[src/rtl/ysyx_25070198_mem_arbiter_if.sv]
// Request/response bundle shared by the IFU port, the LSU port and the memory slave port.
// The master modport issues requests and receives responses; the slave modport is the serving side.
interface ysyx_25070198_mem_arbiter_if;
   logic        req_valid;
   logic        req_ready;
   logic [31:0] req_addr;
   logic        req_wen;
   logic [31:0] req_wdata;
   logic [3:0]  req_wmask;
   logic        resp_valid;
   logic [31:0] resp_data;

   modport master (
      output req_valid, req_addr, req_wen, req_wdata, req_wmask,
      input  req_ready, resp_valid, resp_data
   );

   modport slave (
      input  req_valid, req_addr, req_wen, req_wdata, req_wmask,
      output req_ready, resp_valid, resp_data
   );
endinterface

[src/rtl/ysyx_25070198_mem_arbiter.sv]
// Two-master (IFU, LSU) to one-slave memory arbiter, one transaction in flight, with response timeout.
// Define ARB_ROUND_ROBIN_EN for round-robin tie breaking; otherwise LSU has fixed priority over IFU.
module ysyx_25070198_mem_arbiter #(
   parameter int unsigned TIMEOUT  = 255,
   parameter logic [31:0] ERR_DATA = 32'hDEADBEEF
) (
   input  logic clk,
   input  logic rst,
   ysyx_25070198_mem_arbiter_if.slave  ifu,
   ysyx_25070198_mem_arbiter_if.slave  lsu,
   ysyx_25070198_mem_arbiter_if.master mem,
   output logic busy,
   output logic err
);

   typedef enum logic [1:0] {IDLE, REQ, WAIT, RESP} state_t;

   localparam logic [15:0] CNT_LAST = 16'(TIMEOUT - 1);

   state_t      state;
   state_t      state_next;
   logic        owner_lsu;
   logic [31:0] addr_q;
   logic        wen_q;
   logic [31:0] wdata_q;
   logic [3:0]  wmask_q;
   logic [31:0] data_q;
   logic        err_q;
   logic [15:0] cnt;
   logic        grant_lsu;
   logic        accept;
   logic        unused_ifu_fields;

   // The IFU only fetches, so its write-side fields never reach the slave.
   assign unused_ifu_fields = ^{ifu.req_wen, ifu.req_wdata, ifu.req_wmask};

`ifdef ARB_ROUND_ROBIN_EN
   logic last_lsu;

   assign grant_lsu = lsu.req_valid && (!ifu.req_valid || !last_lsu);

   always_ff @(posedge clk or negedge rst) begin
      if (!rst) begin
         last_lsu <= 1'b1;
      end else if (accept) begin
         last_lsu <= grant_lsu;
      end
   end
`else
   assign grant_lsu = lsu.req_valid;
`endif

   always_ff @(posedge clk or negedge rst) begin
      if (!rst) begin
         state <= IDLE;
      end else begin
         state <= state_next;
      end
   end

   always_comb begin
      state_next    = state;
      accept        = 1'b0;
      ifu.req_ready = 1'b0;
      lsu.req_ready = 1'b0;
      case (state)
         IDLE: begin
            ifu.req_ready = ifu.req_valid && !grant_lsu;
            lsu.req_ready = grant_lsu;
            accept        = ifu.req_valid || lsu.req_valid;
            if (accept) begin
               state_next = REQ;
            end
         end
         REQ: begin
            if (mem.req_ready) begin
               state_next = mem.resp_valid ? RESP : WAIT;
            end
         end
         WAIT: begin
            if (mem.resp_valid || cnt == CNT_LAST) begin
               state_next = RESP;
            end
         end
         RESP:    state_next = IDLE;
         default: state_next = IDLE;
      endcase
   end

   // Request fields are frozen at accept so the slave sees them stable for the whole REQ phase.
   always_ff @(posedge clk or negedge rst) begin
      if (!rst) begin
         owner_lsu <= 1'b0;
         addr_q    <= 32'd0;
         wen_q     <= 1'b0;
         wdata_q   <= 32'd0;
         wmask_q   <= 4'd0;
         data_q    <= 32'd0;
         err_q     <= 1'b0;
         cnt       <= 16'd0;
      end else begin
         case (state)
            IDLE: begin
               cnt <= 16'd0;
               if (accept) begin
                  owner_lsu <= grant_lsu;
                  addr_q    <= grant_lsu ? lsu.req_addr : ifu.req_addr;
                  wen_q     <= grant_lsu && lsu.req_wen;
                  wdata_q   <= grant_lsu ? lsu.req_wdata : 32'd0;
                  wmask_q   <= (grant_lsu && lsu.req_wen) ? lsu.req_wmask : 4'd0;
                  err_q     <= 1'b0;
               end
            end
            REQ: begin
               if (mem.req_ready && mem.resp_valid) begin
                  data_q <= wen_q ? 32'd0 : mem.resp_data;
               end
            end
            WAIT: begin
               cnt <= cnt + 16'd1;
               if (mem.resp_valid) begin
                  data_q <= wen_q ? 32'd0 : mem.resp_data;
               end else if (cnt == CNT_LAST) begin
                  data_q <= ERR_DATA;
                  err_q  <= 1'b1;
               end
            end
            RESP: begin
               cnt   <= 16'd0;
               err_q <= 1'b0;
            end
            default: cnt <= 16'd0;
         endcase
      end
   end

   assign mem.req_valid = (state == REQ);
   assign mem.req_addr  = addr_q;
   assign mem.req_wen   = wen_q;
   assign mem.req_wdata = wdata_q;
   assign mem.req_wmask = wmask_q;

   assign ifu.resp_valid = (state == RESP) && !owner_lsu;
   assign lsu.resp_valid = (state == RESP) && owner_lsu;
   assign ifu.resp_data  = ifu.resp_valid ? data_q : 32'd0;
   assign lsu.resp_data  = lsu.resp_valid ? data_q : 32'd0;

   assign busy = (state != IDLE);
   assign err  = (state == RESP) && err_q;

endmodule

[src/flat_wrapper.sv]
// flat-port wrapper written by rule: the top's interface ports become plain ports
module ysyx_25070198_mem_arbiter_flat 
#(
   parameter int unsigned TIMEOUT  = 255,
   parameter logic [31:0] ERR_DATA = 32'hDEADBEEF
)
  (clk, rst, busy, err, ifu_req_valid, ifu_req_addr, ifu_req_wen, ifu_req_wdata, ifu_req_wmask, ifu_req_ready, ifu_resp_valid, ifu_resp_data, lsu_req_valid, lsu_req_addr, lsu_req_wen, lsu_req_wdata, lsu_req_wmask, lsu_req_ready, lsu_resp_valid, lsu_resp_data, mem_req_valid, mem_req_addr, mem_req_wen, mem_req_wdata, mem_req_wmask, mem_req_ready, mem_resp_valid, mem_resp_data);
  ysyx_25070198_mem_arbiter_if ifu_i ();
  ysyx_25070198_mem_arbiter_if lsu_i ();
  ysyx_25070198_mem_arbiter_if mem_i ();
  input  logic clk;
  input  logic rst;
  output logic busy;
  output logic err;
  input wire logic [$bits(ifu_i.req_valid)-1:0] ifu_req_valid;
  input wire logic [$bits(ifu_i.req_addr)-1:0] ifu_req_addr;
  input wire logic [$bits(ifu_i.req_wen)-1:0] ifu_req_wen;
  input wire logic [$bits(ifu_i.req_wdata)-1:0] ifu_req_wdata;
  input wire logic [$bits(ifu_i.req_wmask)-1:0] ifu_req_wmask;
  output wire logic [$bits(ifu_i.req_ready)-1:0] ifu_req_ready;
  output wire logic [$bits(ifu_i.resp_valid)-1:0] ifu_resp_valid;
  output wire logic [$bits(ifu_i.resp_data)-1:0] ifu_resp_data;
  input wire logic [$bits(lsu_i.req_valid)-1:0] lsu_req_valid;
  input wire logic [$bits(lsu_i.req_addr)-1:0] lsu_req_addr;
  input wire logic [$bits(lsu_i.req_wen)-1:0] lsu_req_wen;
  input wire logic [$bits(lsu_i.req_wdata)-1:0] lsu_req_wdata;
  input wire logic [$bits(lsu_i.req_wmask)-1:0] lsu_req_wmask;
  output wire logic [$bits(lsu_i.req_ready)-1:0] lsu_req_ready;
  output wire logic [$bits(lsu_i.resp_valid)-1:0] lsu_resp_valid;
  output wire logic [$bits(lsu_i.resp_data)-1:0] lsu_resp_data;
  output wire logic [$bits(mem_i.req_valid)-1:0] mem_req_valid;
  output wire logic [$bits(mem_i.req_addr)-1:0] mem_req_addr;
  output wire logic [$bits(mem_i.req_wen)-1:0] mem_req_wen;
  output wire logic [$bits(mem_i.req_wdata)-1:0] mem_req_wdata;
  output wire logic [$bits(mem_i.req_wmask)-1:0] mem_req_wmask;
  input wire logic [$bits(mem_i.req_ready)-1:0] mem_req_ready;
  input wire logic [$bits(mem_i.resp_valid)-1:0] mem_resp_valid;
  input wire logic [$bits(mem_i.resp_data)-1:0] mem_resp_data;
  assign ifu_i.req_valid = ifu_req_valid;
  assign ifu_i.req_addr = ifu_req_addr;
  assign ifu_i.req_wen = ifu_req_wen;
  assign ifu_i.req_wdata = ifu_req_wdata;
  assign ifu_i.req_wmask = ifu_req_wmask;
  assign ifu_req_ready = ifu_i.req_ready;
  assign ifu_resp_valid = ifu_i.resp_valid;
  assign ifu_resp_data = ifu_i.resp_data;
  assign lsu_i.req_valid = lsu_req_valid;
  assign lsu_i.req_addr = lsu_req_addr;
  assign lsu_i.req_wen = lsu_req_wen;
  assign lsu_i.req_wdata = lsu_req_wdata;
  assign lsu_i.req_wmask = lsu_req_wmask;
  assign lsu_req_ready = lsu_i.req_ready;
  assign lsu_resp_valid = lsu_i.resp_valid;
  assign lsu_resp_data = lsu_i.resp_data;
  assign mem_req_valid = mem_i.req_valid;
  assign mem_req_addr = mem_i.req_addr;
  assign mem_req_wen = mem_i.req_wen;
  assign mem_req_wdata = mem_i.req_wdata;
  assign mem_req_wmask = mem_i.req_wmask;
  assign mem_i.req_ready = mem_req_ready;
  assign mem_i.resp_valid = mem_resp_valid;
  assign mem_i.resp_data = mem_resp_data;
  ysyx_25070198_mem_arbiter #(.TIMEOUT(TIMEOUT), .ERR_DATA(ERR_DATA)) u_core (.clk(clk), .rst(rst), .ifu(ifu_i), .lsu(lsu_i), .mem(mem_i), .busy(busy), .err(err));
endmodule
[config.mk]
export PLATFORM = sky130hd
export DESIGN_NAME = ysyx_25070198_mem_arbiter_flat
export DESIGN_NICKNAME = d
export VERILOG_FILES = /design/src/rtl/ysyx_25070198_mem_arbiter_if.sv /design/src/rtl/ysyx_25070198_mem_arbiter.sv /design/src/flat_wrapper.sv
export SDC_FILE = /design/constraint.sdc
export NUM_CORES = 1
export LEC_CHECK = 0
export CORE_MARGIN = 2
export CORE_UTILIZATION = 30
export DETAILED_ROUTE_END_ITERATION = 8
export GPL_TIMING_DRIVEN = 1
export PLACE_DENSITY = 0.66
export SYNTH_ARGS = -nofsm -noshare
export SYNTH_HDL_FRONTEND = slang
export SYNTH_SLANG_ARGS = --single-unit
[constraint.sdc]
create_clock -name clk -period 5.1 [get_ports clk]
set_input_delay 0.765 -clock clk [delete_from_list [all_inputs] [get_ports clk]]
set_output_delay 0.765 -clock clk [all_outputs]
set_load 0.01 [all_outputs]
=== Word level (Yosys, flattened, before mapping) ===
Cells that the tools add are included.

* $add $sub $neg: 1
* Reduce and logical (&&, ||, !) cells: 20
* Muxes and demuxes: 23
* Eq/ne operators: 12

{| class="wikitable"
|+ Operators with widths
! operator !! number
|-
| $mux W32 || 8
|-
| $pmux W32 S2 || 1
|-
| $pmux W16 S2 || 1
|-
| $add A16 B1 Y16 const B || 1
|-
| $eq A16 B8 Y1 const B || 1
|-
| $ne A2 B1 Y1 const B || 6
|-
| $pmux W2 S4 || 1
|-
| $mux W1 || 7
|-
| $logic_and A1 B1 Y1 || 6
|-
| $mux W2 || 3
|-
| $reduce_and A3 Y1 || 2
|-
| $reduce_bool A2 Y1 || 3
|-
| $eq A2 B2 Y1 const B || 2
|-
| $mux W4 || 1
|-
| $reduce_and A4 Y1 || 1
|-
| $ne A3 B2 Y1 const B || 1
|-
| $pmux W1 S3 || 1
|-
| $reduce_bool A3 Y1 || 1
|-
| $eq A2 B1 Y1 const B || 1
|-
| $logic_not A1 Y1 || 2
|-
| $logic_not A2 Y1 || 1
|-
| $logic_or A1 B1 Y1 || 2
|-
| $ne A2 B2 Y1 const B || 1
|-
| $reduce_and A2 Y1 || 1
|-
| $reduce_or A2 Y1 || 1
|}

* Logic and storage cells: 65
* Bits of input ports: 176
* Bits in registers: 121

=== Longest topological paths before layout ===
Gate-level depths: netlist (run 1).

* Depth in word-level cells: 4
* Mapped depth: 8
* Gate-level depth less buffers: 6

=== Least setup slack after synthesis (run 1) ===
OpenSTA, ideal clock, no wires.

* Path kind: input -> output
* Start point: in lsu_req_valid
* End point: out ifu_req_ready
* Setup slack: 2678 ps
* Stages on the path: 3
* Data required time: 4335 ps
* Path buffers: 2
* Arrival time: 1657 ps
* Cell sequence: clkbuf_1 -> buf_1 -> nor2_1

* Cells in the longest elaborated chain, start to end: 3

{| class="wikitable"
|+ RTL lines
! element !! RTL line !! RTL
|-
| from (decl) || flat_wrapper.sv:23 || <nowiki>input wire logic [$bits(lsu_i.req_valid)-1:0] lsu_req_valid;</nowiki>
|-
| $logic_not A1 Y1 || ysyx_25070198_mem_arbiter.sv:68 || <nowiki>ifu.req_ready = ifu.req_valid && !grant_lsu;</nowiki>
|-
| $logic_and A1 B1 Y1 || ysyx_25070198_mem_arbiter.sv:68 ||
|-
| $mux W1 || ysyx_25070198_mem_arbiter.sv:66 || <nowiki>case (state)</nowiki>
|-
| to (decl) || flat_wrapper.sv:20 || <nowiki>output wire logic [$bits(ifu_i.req_ready)-1:0] ifu_req_ready;</nowiki>
|}

Every way passes these cells.

=== Worst setup path in the final report (run 1) ===
* Start point: reg u_core.owner_lsu
* End point: out ifu_resp_data[0]

* Cells in the longest elaborated chain, start to end: 3

{| class="wikitable"
|+ RTL lines
! element !! RTL line !! RTL
|-
| from (decl) || ysyx_25070198_mem_arbiter.sv:22 || <nowiki>logic owner_lsu;</nowiki>
|-
| from (signal assigned) || ysyx_25070198_mem_arbiter.sv:106 || <nowiki>owner_lsu <= grant_lsu;</nowiki>
|-
| $logic_not A1 Y1 || ysyx_25070198_mem_arbiter.sv:143 || <nowiki>assign ifu.resp_valid = (state == RESP) && !owner_lsu;</nowiki>
|-
| $logic_and A1 B1 Y1 || ysyx_25070198_mem_arbiter.sv:143 ||
|-
| $mux W32 || ysyx_25070198_mem_arbiter.sv:145 || <nowiki>assign ifu.resp_data = ifu.resp_valid ? data_q : 32'd0;</nowiki>
|-
| to (decl) || flat_wrapper.sv:22 || <nowiki>output wire logic [$bits(ifu_i.resp_data)-1:0] ifu_resp_data;</nowiki>
|}

Every way passes these cells.

==> results of run 1 <==
[per-layer routing]
metal	GRT usage [%]	vias to the layer above	routed length, µm
met3	5.97	26	1300
met5	0	-	0
met2	26.8	174	8130
met1	21.6	2361	7460
met4	8.13	0	444
li1	-	2394	-
[registers in the layout, summed over array words and instances (netlist names)]
| name | count |
|---|---|
| u_core.owner_lsu | 1 |
| u_core.mem.req_wmask | 4 |
| u_core.mem.req_addr | 32 |
| u_core.mem.req_wdata | 32 |
| u_core.mem.req_wen | 1 |
| u_core.data_q | 32 |
| u_core.cnt | 16 |
| u_core.err_q | 1 |
| u_core.state | 2 |
[worst paths after layout]
path                                                      from                                    to
max                               u_core.owner_lsu$_DFFE_PN0P_                      ifu_resp_data[0]
min                                                        rst    u_core.mem.req_addr[5]$_DFFE_PN0P_
max reg2reg                          u_core.cnt[8]$_DFFE_PN0P_          u_core.data_q[0]$_DFFE_PN0P_
min reg2reg                u_core.mem.req_addr[10]$_DFFE_PN0P_   u_core.mem.req_addr[10]$_DFFE_PN0P_
max in group asynchronous                                  rst  u_core.mem.req_wdata[21]$_DFFE_PN0P_
min in group clk           u_core.mem.req_addr[10]$_DFFE_PN0P_   u_core.mem.req_addr[10]$_DFFE_PN0P_
[final cells by class]
| cell class | instances | area (µm²) |
|---|---|---|
| inverters | 5 | 18.8 |
| fillers | 1740 | 9450 |
| well taps | 260 | 325 |
| multi-input cells | 355 | 2590 |
| repair buffers | 287 | 2860 |
| flip-flops and latches | 121 | 3030 |
| clock inverters | 15 | 143 |
| clock buffers | 17 | 425 |
[stage by stage]
stage / hold WS [ns] / utilization, %
after floorplan: 0.463 / -
after global placement: 0.461 / 46.8
after detailed placement: 0.470 / 46.8
after CTS: 0.279 / 49.8
after global routing: 0.302 / 49.8
final: 0.288 / 49.8
[worst max-delay path: stages, from the launching register on]
cell             delay (ns)
dfrtp_1                0.78
nor2b_1                0.25
buf_4                  0.31
and2_1                 0.19
clkdlybuf4s50_1        0.57
[where the power goes]
| part | internal (µW) | switching (µW) | total (µW) |
|---|---|---|---|
| logic | 1410 | 1090 | 2500 |
| registers | 1370 | 314 | 1680 |
| clock network | 678 | 467 | 1150 |
| total | 3460 | 1870 | 5330 |
[cells by family after synthesis]
kind of cell	count (synthesis)	synth area share [%]
and+or+nand+nor	183	17.8
DFF	121	52.2
buffers and inverters	43	3.49
muxes	35	6.08
xor gates and xnor gates	7	1.06
adders and majority gates	7	1.51
AOI/OAI and AO/OA	123	17.9
[layout by cell type (no fill, tap or decap), types with 4 or more instances in the layout]
master	n
and2_1	36
clkdlybuf4s50_1	276
o21ai_0	41
a21oi_1	7
a2bb2oi_1	4
clkinv_4	6
nand2b_1	27
nor4_1	4
a32o_1	4
and3_1	33
mux2i_1	33
buf_4	9
dfrtp_1	121
nand3_1	6
clkbuf_16	17
xnor2_1	5
inv_1	5
a2bb2oi_2	20
or3_1	5
nor2_1	9
ha_1	7
inv_6	4
nand2_1	44
nor2b_1	5
a22o_1	41
==> flow_summary.toml, run 1 <==
[grt]
grt_pass1_vias = 5050
grt_usage_pct = 17.3
antenna_found_initial = 0
grt_overflow = 0
grt_pass1_wl_um = 27300
grt_start_max_net_pins = 56

[yosys]
synth_commonest_cells = "dfrtp_1 (121), nand2_1 (44), o21ai_0 (42), a22o_1 (41), and2_1 (36)"
synth-edff-count = 0
synth_nets = 702
yosysTopAreaCellShare_pct = 52.2
synth_area_um2 = 5810
ys_ff_latch = 121
synth-main-ff-cell = "dfrtp_1"
yosysMostFrequentCell = "dfrtp_1"
syn_inst = 519
yosys_warnings = 0
synth-async-reset-ratio_pct = 100
synth.distinct_cells = 41
yosys.area.top_type = "dfrtp_1"
synthTopCellsByArea = "dfrtp_1 (52%), a22o_1 (6.2%), mux2i_1 (5.7%)"
avgSynthCellArea_um2 = 11.2
seq_area_frac_synth_pct = 52.2

[worst_setup_path]
reg2reg_slack_ns = 2.41
cp_data_required_time_ns = 4.34
worstPathArrival_ns = 2.51
cp-start-kind = "flop"
critPathKind = "flop to output pin"
crit_path_max_fanout = 35
reg2reg_depth = 5
critPathCaptureType = "output pin"

[routing]
viasPerCell = 4.67
first_pass_iters = 4
post_drt_wl_per_cell_um = 16.4
antenna_left = 0
drt_iter0_drc = 187
wirelength_um = 17300
vias = 4955
drc = 0

[outcome]
status = "complete, no violations"

[finish]
n_antenna_cell = 0
fin_area_um2 = 9390
fin_nets = 970
area_delta_synth_final_pct = 61.7
final_cells = 1060
drive_above_1_share_pct = 8.88

[clock_tree]
clock_sinks = 121
clk_latency_ns = 0.40
post_cts_buffers = 0
hold_buffers = 0
cts_resized = 0
root_buffer = "clkbuf_16"
h-tree-depth = 4
clk_path_buf_depth = 2
cts_buffers = 17
clkTransAtPathRegs_ns = 0.06
cts_tree = "done"

[timing]
final_max_slew_viol_count = 0
clock_skew_ns = 0.00941
finalSetupTns_ns = 0
worst_pin_slew_ns = 1.16
finalHoldViolations = 0
setup_violations = 0
fmax_ghz = 0.305
rsz0062_at_grt = "no"
fin_ws_ns = 1.82
post-route-period-util_pct = 64.2
max-slew-margin-rel_pct = 22.6
period_minus_slack_ns = 3.28

[die]
ios = 316
start_util_pct = 30.8
dieHeight_um = 143
die_x_um = 143
dieArea_um2 = 20500
num_rows = 50
coreArea_um2 = 18800

[place]
placed_area_um2 = 8820
hpwlAfterDp_um = 12400
gp_congestion = 0.754
io_buffers = 278
dp_slack_ns = 1.84
dp_cells = 1028

[pwr]
p_leak_uw = 0.00405
powerDensity_nw_per_um2 = 568
p_total_uw = 5330
ir_drop_uv = 285

[hold_path]
hp-class = "input pin to async pin"

[job]
cap_violations = 0
No activity file was read; power rests on OpenSTA's default activity.
==> run 2, diff against run 1 <==
--- a/config.mk
+++ b/config.mk
@@ -9,7 +9,7 @@
 export CORE_UTILIZATION = 30
 export DETAILED_ROUTE_END_ITERATION = 8
 export GPL_TIMING_DRIVEN = 1
-export PLACE_DENSITY = 0.66
+export PLACE_DENSITY = 0.68
 export SYNTH_ARGS = -nofsm -noshare
 export SYNTH_HDL_FRONTEND = slang
 export SYNTH_SLANG_ARGS = --single-unit
==> constraint.sdc (replaced) <==
create_clock -name clk -period 3 [get_ports clk]
set_input_delay 0.45 -clock clk [delete_from_list [all_inputs] [get_ports clk]]
set_output_delay 0.45 -clock clk [all_outputs]
set_load 0.01 [all_outputs]
==> flow_summary.toml, run 2 (synthesis gave the netlist of run 1 again) <==
[outcome]
status = "complete, no violations"

[pwr]
ir_drop_uv = 508
powerDensity_nw_per_um2 = 976
p_total_uw = 9270
p_leak_uw = 0.00412

[die]
num_rows = 50
dieArea_um2 = 20500
ios = 316
dieHeight_um = 143
start_util_pct = 30.8
die_x_um = 143
coreArea_um2 = 18800

[worst_setup_path]
reg2reg_depth = 5
crit_path_max_fanout = 33
critPathKind = "flop to output pin"
cp_data_required_time_ns = 2.55
cp-start-kind = "flop"
worstPathArrival_ns = 2.23
critPathCaptureType = "output pin"

[timing]
fin_ws_ns = 0.319
setup_violations = 0
final_max_slew_viol_count = 0
finalSetupTns_ns = 0
holdWs_ns = 0.470
max-slew-margin-rel_pct = 47.1
clock_skew_ns = 0.00748
worst_pin_slew_ns = 0.790
finalHoldViolations = 0
fmax_ghz = 0.373
post-route-period-util_pct = 89.4
period_minus_slack_ns = 2.68
rsz0062_at_grt = "no"

[place]
hpwlAfterDp_um = 12200
dp_slack_ns = 0.744
gp_congestion = 0.763
io_buffers = 278

[finish]
final_cell_mix = "clkdlybuf4s50_1 (276), dfrtp_1 (121), nand2_1 (44)"
final_common_cell = "clkdlybuf4s50_1"
drive_above_1_share_pct = 9.43
post-route-util_pct = 50.5
area_delta_synth_final_pct = 63.7
n_antenna_cell = 0
fin_nets = 976

[clock_tree]
h-tree-depth = 4
cts_tree = "done"
post_cts_buffers = 0
cts_buffers = 17
clkTransAtPathRegs_ns = 0.06
root_buffer = "clkbuf_16"
clock_sinks = 121
clk_path_buf_depth = 2
clk_latency_ns = 0.41

[grt]
grt_pass1_wl_um = 26900
antenna_found_initial = 0
grt_pass1_vias = 4976
grt_overflow = 0
grt_usage_pct = 17.0
grt_start_max_net_pins = 68

[routing]
wirelength_um = 16900
antenna_left = 0
vias = 4976
first_pass_iters = 5
post_drt_wl_per_cell_um = 15.9
drt_iter0_drc = 179
drc = 0
viasPerCell = 4.67

[hold_path]
hp-class = "input pin to async pin"

[job]
cap_violations = 0
==> run 2: per-stage QoR <==
step / instance area [µm²] / std cells
after floorplan: 5810 / 519
after global placement: 8880 / 1033
after detailed placement: 8880 / 1033
after CTS: 9510 / 1066
after global routing: 9510 / 1066
final: 9510 / 1066
==> run 2: critical path, cell delays in order, from the launching register on <==
cell and delay (ns):
dfrtp_1 0.45, ha_1 0.22, nor2b_1 0.14, buf_4 0.30
and2_1 0.18, clkdlybuf4s50_1 0.54
==> run 2: area by class of cell <==
type	instances	area [µm²]
inverters	5	18.8
fillers	1731	9330
clock inverters	15	190
flip-flops and latches	121	3030
multi-input cells	355	2590
clock buffers	17	425
well taps	260	325
repair buffers	293	2930
==> run 2: final timing paths <==
| check | from | to | slack, ns |
|---|---|---|---|
| max | u_core.state[0]$_DFFE_PN0P_ | ifu_resp_data[26] | 0.32 |
| min reg2reg | u_core.mem.req_addr[2]$_DFFE_PN0P_ | u_core.mem.req_addr[2]$_DFFE_PN0P_ | 0.47 |
| min | rst | u_core.mem.req_addr[18]$_DFFE_PN0P_ | 0.47 |
| max in group asynchronous | rst | u_core.mem.req_wdata[7]$_DFFE_PN0P_ | 1.75 |
| max reg2reg | u_core.cnt[8]$_DFFE_PN0P_ | u_core.data_q[31]$_DFFE_PN0P_ | 0.76 |
| min in group clk | u_core.mem.req_addr[2]$_DFFE_PN0P_ | u_core.mem.req_addr[2]$_DFFE_PN0P_ | 0.47 |
==> run 2: layer usage <==
layer | wire length, µm | track usage, % | vias up
li1 | - | - | 2407
met5 | 0 | 0 | -
met3 | 1480 | 6.74 | 8
met4 | 136 | 4.48 | 0
met1 | 7070 | 21.1 | 2375
met2 | 8240 | 27.6 | 186
==> run 2: report_power, final <==
| part | internal (µW) | switching, µW | leakage (µW) |
|---|---|---|---|
| registers | 2320 | 471 | 0.00150 |
| clock network | 1330 | 807 | 0.000298 |
| logic | 2440 | 1900 | 0.00232 |
| total | 6090 | 3180 | 0.00412 |
==> run 2: timing repair <==
| item | in CTS | in global routing |
|---|---|---|
| gates resized for setup | 0 | 0 |
| endpoints found under the hold margin | 13 | 0 |
| hold buffers | 1 | 0 |
==> run 3, diff against run 2 <==
--- a/config.mk
+++ b/config.mk
@@ -9,7 +9,7 @@
 export CORE_UTILIZATION = 30
 export DETAILED_ROUTE_END_ITERATION = 8
 export GPL_TIMING_DRIVEN = 1
-export PLACE_DENSITY = 0.68
+export PLACE_DENSITY = 0.66
 export SYNTH_ARGS = -nofsm -noshare
 export SYNTH_HDL_FRONTEND = slang
 export SYNTH_SLANG_ARGS = --single-unit
==> constraint.sdc (replaced) <==
create_clock -name clk -period 3.3 [get_ports clk]
set_input_delay 0.495 -clock clk [delete_from_list [all_inputs] [get_ports clk]]
set_output_delay 0.495 -clock clk [all_outputs]
set_load 0.01 [all_outputs]
==> flow_summary.toml, run 3 (synthesis gave the netlist of run 1 again) <==
[finish]
final_cell_mix = "clkdlybuf4s50_1 (276), dfrtp_1 (121), nand2_1 (44)"
multi_input_area_um2 = 2590
drive_above_1_share_pct = 9.22
register_area_um2 = 3030
fin_nets = 973
n_antenna_cell = 0
area_delta_synth_final_pct = 63.6
final_common_cell = "clkdlybuf4s50_1"
final_cells = 1063
fill_cells = 1711
post-route-util_pct = 50.4

[worst_setup_path]
critPathKind = "flop to output pin"
crit_path_max_fanout = 33
r2r-start = "u_core.cnt[8]$_DFFE_PN0P_"
worstPathArrival_ns = 2.21
slowest_stage = "clkdlybuf4s50_1"
cpPeakStageDelay_ns = 0.56
reg2reg_slack_ns = 0.82
cp-startpoint = "u_core.state[0]$_DFFE_PN0P_"
path_cells = "ha_1, nor2b_1, buf_4, and2_1, clkdlybuf4s50_1"
critPathCaptureType = "output pin"
cp_data_required_time_ns = 2.80
cp-start-kind = "flop"

[timing]
fmax_ghz = 0.369
post-route-period-util_pct = 82.1
rsz0062_at_grt = "no"
finalHoldViolations = 0
max-slew-margin-rel_pct = 47.6
setup_violations = 0
clock_skew_ns = 0.00902
holdWs_ns = 0.0366
finalSetupTns_ns = 0
worst_pin_slew_ns = 0.783
period_minus_slack_ns = 2.71
final_max_slew_viol_count = 0

[die]
num_rows = 50
ios = 316
dieArea_um2 = 20500
die_x_um = 143
start_util_pct = 30.8
dieHeight_um = 143
coreArea_um2 = 18800

[clock_tree]
cts_resized = 0
cts_buffers = 17
clkTransAtPathRegs_ns = 0.06
clk_path_buf_depth = 2
clk_latency_ns = 0.41
clock_sinks = 121
cts_tree = "done"
hold_buffers = 0
post_cts_buffers = 0
h-tree-depth = 4
root_buffer = "clkbuf_16"

[routing]
wirelength_um = 17600
post_drt_wl_per_cell_um = 16.5
drc = 0
viasPerCell = 4.68
first_pass_iters = 4
drt_iter0_drc = 181
antenna_left = 0
vias = 4970

[grt]
grt_pass1_vias = 5061
grt_overflow = 0
grt_usage_pct = 17.5
antenna_found_initial = 0
grt_start_max_net_pins = 83
grt_pass1_wl_um = 27700

[place]
gp_congestion = 0.769
hpwlAfterDp_um = 12600
dp_cells = 1031
io_buffers = 278

[outcome]
status = "complete, no violations"

[pwr]
powerDensity_nw_per_um2 = 894
ir_drop_uv = 485
p_leak_uw = 0.00411

[job]
cap_violations = 0

[hold_path]
hp-class = "input pin to async pin"
## run 3: changes by cell type in the layout (fill, tap and decap cells not counted)
cell	before	now
clkbuf_8	0	2
buf_4	12	11
buf_12	3	2
clkinv_2	2	1
inv_8	2	0
bufinv_16	3	4
clkinvlp_4	2	3
clkinv_4	3	2
dlygate4sd3_1	1	0
## run 3: final cells by class
cell class	instances	share of cell area (%)
clock buffer	19	4.77
clock inverter	13	2.02
timing repair buffer	290	30.4
multi-input combinational	355	27.3
inverter	5	0.198
tap	260	3.43
sequential	121	31.9
## run 3: worst max-delay path: cells and delay by family, from the launching register on
| kind | cells | cell delay, ns |
|---|---|---|
| adders and majority gates | 1 | 0.20 |
| buffers and inverters | 2 | 0.86 |
| DFF | 1 | 0.43 |
| and+or+nand+nor | 2 | 0.32 |
## run 3: power breakdown
| part | total, µW | switching [µW] | internal, µW |
|---|---|---|---|
| logic | 3920 | 1720 | 2200 |
| clock network | 2020 | 702 | 1310 |
| registers | 2550 | 441 | 2110 |
## run 3: final timing paths
kind                                                             to  cells after the start
worst max-delay path                               ifu_resp_data[0]                      5
worst min-delay path                      u_core.cnt[5]$_DFFE_PN0P_                      1
worst max register to register         u_core.data_q[1]$_DFFE_PN0P_                      5
worst min register to register  u_core.mem.req_addr[26]$_DFFE_PN0P_                      2
max in group asynchronous             u_core.data_q[24]$_DFFE_PN0P_                      2
min in group clk                u_core.mem.req_addr[26]$_DFFE_PN0P_                      2
## run 3: through the flow
stage	area, µm²	setup slack (ns)	power [µW]
after floorplan	5810	1.21	4540
after global placement	8850	0.806	6510
after detailed placement	8850	0.795	6550
after CTS	9500	0.540	8630
after global routing	9500	0.424	9030
final	9500	0.592	8490
## run 3: metal layers
metal / vias to the layer above / track usage (%) / wire length (µm)
met1: 2359 / 21.4 / 7420
met5: - / 0 / 0
li1: 2394 / - / -
met4: 0 / 6.72 / 334
met2: 194 / 28.3 / 8480
met3: 23 / 6.10 / 1340
==> RTL change 1: new RTL, config.mk and constraints of run 2 <==
Register the output `err`; this adds one clock of latency there. The other outputs are not delayed to match.
--- a/src/rtl/ysyx_25070198_mem_arbiter.sv
+++ b/src/rtl/ysyx_25070198_mem_arbiter.sv
@@ -147,5 +147,7 @@
 
    assign busy = (state != IDLE);
-   assign err  = (state == RESP) && err_q;
+   always_ff @(posedge clk) begin
+      err <= (state == RESP) && err_q;
+   end
 
 endmodule
Check against the original RTL: same outputs for any inputs over 10 cycles, from zero or initial values and one cycle with rst low; that may be too few to reach the edited logic, so the function may still have changed.
==> RTL change 1 against run 2 <==
Clock power barely moved. Sequential cell count rose by 1. Clock skew rose by 0.0040 ns. Largest cell class unchanged. Setup slack improved by 0.024 ns. Count of clock-buffer cells in the layout rose by 1. Area after synthesis rose by 0.34%. Highest routed layer unchanged. Routed wire length barely moved. Design area fell by 0.14%. Die area rose by 0.34%. Power fell by 0.11%.
==> RTL change 1: results (changes against run 2) <==
stage,metric,value,unit,change
status,status,finished clean,,
logic_synthesis,synth-seq-area-share,0.523,,+0.00164
setup_path,setup.worst_path.end,ifu_resp_data[30],,
global_routing,grt_pass1_wl,26800,um,-0.56%
drt,met2WireLength,8070,um,-2.0%
drt,drt_first_iter_violations,237,,+32%
timing,clock-skew-final,0.0114,ns,+0.00396 ns
finish,share_of_cells_above_drive_strength_1,0.0919,,-0.00237
logic_synthesis,synth-async-reset-ratio,0.992,,-0.00820
finish,nNonClkBuffers,291,,-0.68%
clock_network,cts_htree_levels,4,,unchanged
finish,clock_buffer_count,18,,+1
setup_path,critical_path.max_fanout,16,,-52%
setup_path,timing.critical_path.arrival,2.21,ns,-0.02 ns
drt,dr.pass1.iters,4,,-1
setup_path,worstReg2RegStart,u_core.cnt[8],,
finish,number_of_filler_instances_in_the_final_layout,1746,,+0.87%
global_routing,grtUsageTotal,0.169,,-0.00120
setup_path,critical-path-max-stage-delay,0.56,ns,+0.02 ns
global_routing,met1_usage,0.208,,-0.00305
logic_synthesis,synth_area_leaders,"dfrtp_1, a22o_1, mux2i_1",,
global_routing,grtUsageMet2,0.272,,-0.00353
finish,nFlopsAndLatches,122,,+0.83%
pwr,share_comb_of_total_power,0.466,,-0.003
finish,nonClockInverterCount,5,,unchanged
global_routing,groute.layer.met3.usage,0.0616,,-0.00576
logic_synthesis,synth_nets,703,,+0.14%
logic_synthesis,synth_xor_xnor_area_share,0.0105,,-0.0000363
finish,post_layout_nonfiller_instances,1065,,-0.094%
finish,regArea,3050,um2,+0.66%
pwr,internal_power,6.10,mW,+0.11%
place,detailed_placement_wirelength_estimate,12300,um,+0.87%
pwr,p_seq_frac,0.304,,+0.003
global_routing,first_global_vias,5029,,+1.1%
logic_synthesis,post_synth_fa_ha_maj_area_fraction,0.0150,,-0.0000518
logic_synthesis,synth_cells,520,,+0.19%
finish,share_of_the_final_layout_cell_area_in_multi_input_gates,0.273,,+0.000395
logic_synthesis,synth.distinct_cells,42,,+2.4%
logic_synthesis,synth_compound_area_frac,0.179,,-0.000616
finish,num_antenna_cells,0,,unchanged
drt,viasPerCell,4.70,,+0.64%
finish,num-nets-final,975,,-0.10%
place,routabilityCongestion,0.796,,+4.3%
drt,route.layer.met1.wl,7020,um,-0.76%
finish,final-clk-cell-share,0.0645,,-0.000301
timing,worst_max_slew_margin_expressed_relative_to_the_limit,0.415,,-0.0568
clock_network,clock_latency,0.42,ns,
clock_network,cts.reportedPaths.clkPinSlew,0.06,ns,about the same
drt,wl_per_cell,15.9,um,+0.16%
setup_path,timing.reg2reg.setup_slack,0.70,ns,-0.06 ns
clock_network,clock_path_buffers,2,,unchanged
logic_synthesis,synthMuxAreaShare,0.0606,,-0.000209
clock_network,cts_buffers,17,,unchanged
pwr,ir_worst_vdd,503,uV,-0.96%
pwr,leakage,4.11,nW,-0.10%
finish,final-nonclk-buf-share,0.305,,-0.00272
drt,met3_wirelength,1490,um,+0.74%
-- RTL change 1: cell types whose count changed after synthesis --
cell	run 2	this run
dfxtp_1	0	1
-- RTL change 1: metrics by stage --
| step | hold slack [ns] | setup WS, ns | utilization | cell area, um2 | total power [mW] |
|---|---|---|---|---|---|
| floorplan | 0.154 | 0.912 | - | 5830 | 5.01 |
| global placement | 0.463 | 0.759 | 0.470 | 8880 | 7.14 |
| detailed placement | 0.469 | 0.748 | 0.470 | 8880 | 7.19 |
| CTS | 0.0804 | 0.316 | 0.502 | 9490 | 9.39 |
| global route | 0.104 | 0.208 | 0.502 | 9490 | 9.87 |
| finish | 0.0482 | 0.343 | 0.502 | 9490 | 9.26 |
-- RTL change 1: worst reg2reg max path, delay by kind of cell, from the launching register on --
family | cells | cell delay, ns
buf+inv | 1 | 0.35
simple gates | 2 | 0.76
compound gates | 2 | 0.69
flops | 1 | 0.42
==> RTL change 2: new RTL, config.mk and constraints of run 2 <==
Made on the original files. `ERR_DATA` is set to 32'hDEADBEEF in 2 places; all go to 32'h6F56DF77.
--- a/src/rtl/ysyx_25070198_mem_arbiter.sv
+++ b/src/rtl/ysyx_25070198_mem_arbiter.sv
@@ -3,5 +3,5 @@
 module ysyx_25070198_mem_arbiter #(
    parameter int unsigned TIMEOUT  = 255,
-   parameter logic [31:0] ERR_DATA = 32'hDEADBEEF
+   parameter logic [31:0] ERR_DATA = 32'h6F56DF77
 ) (
    input  logic clk,
--- a/src/flat_wrapper.sv
+++ b/src/flat_wrapper.sv
@@ -3,5 +3,5 @@
 #(
    parameter int unsigned TIMEOUT  = 255,
-   parameter logic [31:0] ERR_DATA = 32'hDEADBEEF
+   parameter logic [31:0] ERR_DATA = 32'h6F56DF77
 )
   (clk, rst, busy, err, ifu_req_valid, ifu_req_addr, ifu_req_wen, ifu_req_wdata, ifu_req_wmask, ifu_req_ready, ifu_resp_valid, ifu_resp_data, lsu_req_valid, lsu_req_addr, lsu_req_wen, lsu_req_wdata, lsu_req_wmask, lsu_req_ready, lsu_resp_valid, lsu_resp_data, mem_req_valid, mem_req_addr, mem_req_wen, mem_req_wdata, mem_req_wmask, mem_req_ready, mem_resp_valid, mem_resp_data);
Behaviour: no difference found for any inputs over 10 cycles, from zero or initial values and one cycle with rst low; that may be too few to reach the edited logic, so the function may still have changed.
==> RTL change 2 against run 2 <==
Core utilization decreased by 0.60 points. Power down 2.8%. Non-clock buffer count fell by 1. Register-to-register slack worse by 0.15 ns. Design area decreased by 1.5%. Count of clock-buffer cells in the layout did not move. Routed wire length grew 0.50%. Area after synthesis is 0.52% lower. Sequential power is essentially flat. Sequential cell count unchanged. Setup slack improved by 0.052 ns. Clock power down 8%. Clock skew about the same. Critical endpoint is now ifu_resp_data[23]. Largest cell class unchanged.
==> RTL change 2: results (changes against run 2) <==
stage,metric,value,unit,change
place,dpl_cell_area,8790,um2,-0.97%
logic_synthesis,synth_nets,701,,-0.14%
logic_synthesis,synth_compound_area_frac,0.180,,+0.000932
global_routing,grtUsageTotal,0.170,,+0.000227
drt,dr.pass1.iters,4,,-1
place,post-place-cells,1006,,-2.6%
timing,worst_max_slew_margin_expressed_relative_to_the_limit,0.455,,-0.0169
global_routing,met1_usage,0.208,,-0.00275
logic_synthesis,synth_xor_xnor_area_share,0.0106,,+0.0000549
logic_synthesis,synth.distinct_cells,40,,-2.4%
pwr,comb_power,4.27,mW,-2%
finish,num-nets-final,974,,-0.20%
logic_synthesis,synth-seq-area-share,0.524,,+0.00271
pwr,switching_power,3.14,mW,-1.3%
global_routing,grt_max_degree,53,,-22%
setup_path,timing.critical_path.arrival,2.18,ns,-0.05 ns
clock_network,cts.reportedPaths.clkPinSlew,0.06,ns,about the same
drt,met3_wirelength,1400,um,-5.6%
drt,routed_wl,17000,um,+0.50%
drt,route.layer.met1.wl,7120,um,+0.74%
status,status,finished clean,,
pwr,clk_network_pwr_share,0.217,,-0.013
pwr,leakage,4.06,nW,-1.4%
global_routing,groute.layer.met3.usage,0.0641,,-0.00335
pwr,power-per-cell-area,962,nW/um2,-1.4%
pwr,ir_worst_vdd,556,uV,+9.6%
setup_path,rr_endpoint,u_core.cnt[15],,
logic_synthesis,post_synth_fa_ha_maj_area_fraction,0.0152,,+0.0000784
clock_network,cts_buffers,17,,unchanged
logic_synthesis,synth_top_cells_by_count,"dfrtp_1, nand2_1, a22o_1, o21ai_0, and2_1",,
logic_synthesis,synth_area_leaders,"dfrtp_1, a22o_1, mux2i_1",,
setup_path,cell_class_contributing_the_biggest_share_of_worst_path_delay,buffers and inverters,,
setup_path,setup.worst_path.end,ifu_resp_data[23],,
drt,met2WireLength,8290,um,+0.67%
drt,highest_metal_layer_used_by_the_detailed_router,met4,,
logic_synthesis,syn_area_per_cell,11.1,um2,-0.33%
logic_synthesis,synth-async-reset-ratio,1.00,,unchanged
logic_synthesis,synthMuxAreaShare,0.0611,,+0.000316
drt,viasPerCell,4.74,,+1.5%
setup_path,crit_path_top_delay_cell,clkdlybuf4s50_1,,
place,detailed_placement_wirelength_estimate,12500,um,+2.0%
finish,num_antenna_cells,0,,unchanged
drt,drt_first_iter_violations,166,,-7.3%
global_routing,globalRoute.totalOverflow,0,,unchanged
timing,whs,0.0285,ns,-0.442 ns
setup_path,worst_reg_to_reg_cells,6,,+1
timing,clock-skew-final,0.00784,ns,+0.000361 ns
setup_path,timing.reg2reg.setup_slack,0.61,ns,-0.15 ns
place,routabilityCongestion,0.788,,+3.2%
global_routing,grt_pass1_wl,26800,um,-0.49%
global_routing,grtUsageMet2,0.284,,+0.00791
drt,route.vias.total,4920,,-1.1%
finish,share_of_cells_above_drive_strength_1,0.0933,,-0.00101
setup_path,worstReg2RegStart,u_core.state[1],,
setup_path,endpoint_kind,output pin,,
global_routing,number_of_antenna_violations_at_the_first_check_in_global_routing,0,,unchanged
setup_path,startpoint,u_core.state[0],,
[RTL change 2: cell families (layout without fill, tap and decap cells)]
group | after synthesis | count (layout)
and+or+nand+nor | 182 | 182
AOI/OAI and AO/OA | 123 | 123
DFF | 121 | 121
buffers and inverters | 43 | 329
muxes | 35 | 35
adders and majority gates | 7 | 7
xor gates and xnor gates | 7 | 7
[RTL change 2: through the flow]
stage | worst slack [ns] | util
2_1_floorplan | 0.912 | -
3_3_place_gp | 0.652 | 0.469
3_5_place_dp | 0.629 | 0.469
4_1_cts | 0.329 | 0.499
5_1_grt | 0.211 | 0.499
6_report | 0.371 | 0.499
[RTL change 2: layout make-up]
| cell class | count | area [um2] |
|---|---|---|
| Inverter | 5 | 18.8 |
| Tap cell | 234 | 293 |
| Clock inverter | 15 | 143 |
| Clock buffer | 17 | 425 |
| Multi-Input combinational cell | 354 | 2570 |
| Timing Repair Buffer | 292 | 2880 |
| Fill cell | 1750 | 9410 |
| Sequential cell | 121 | 3030 |
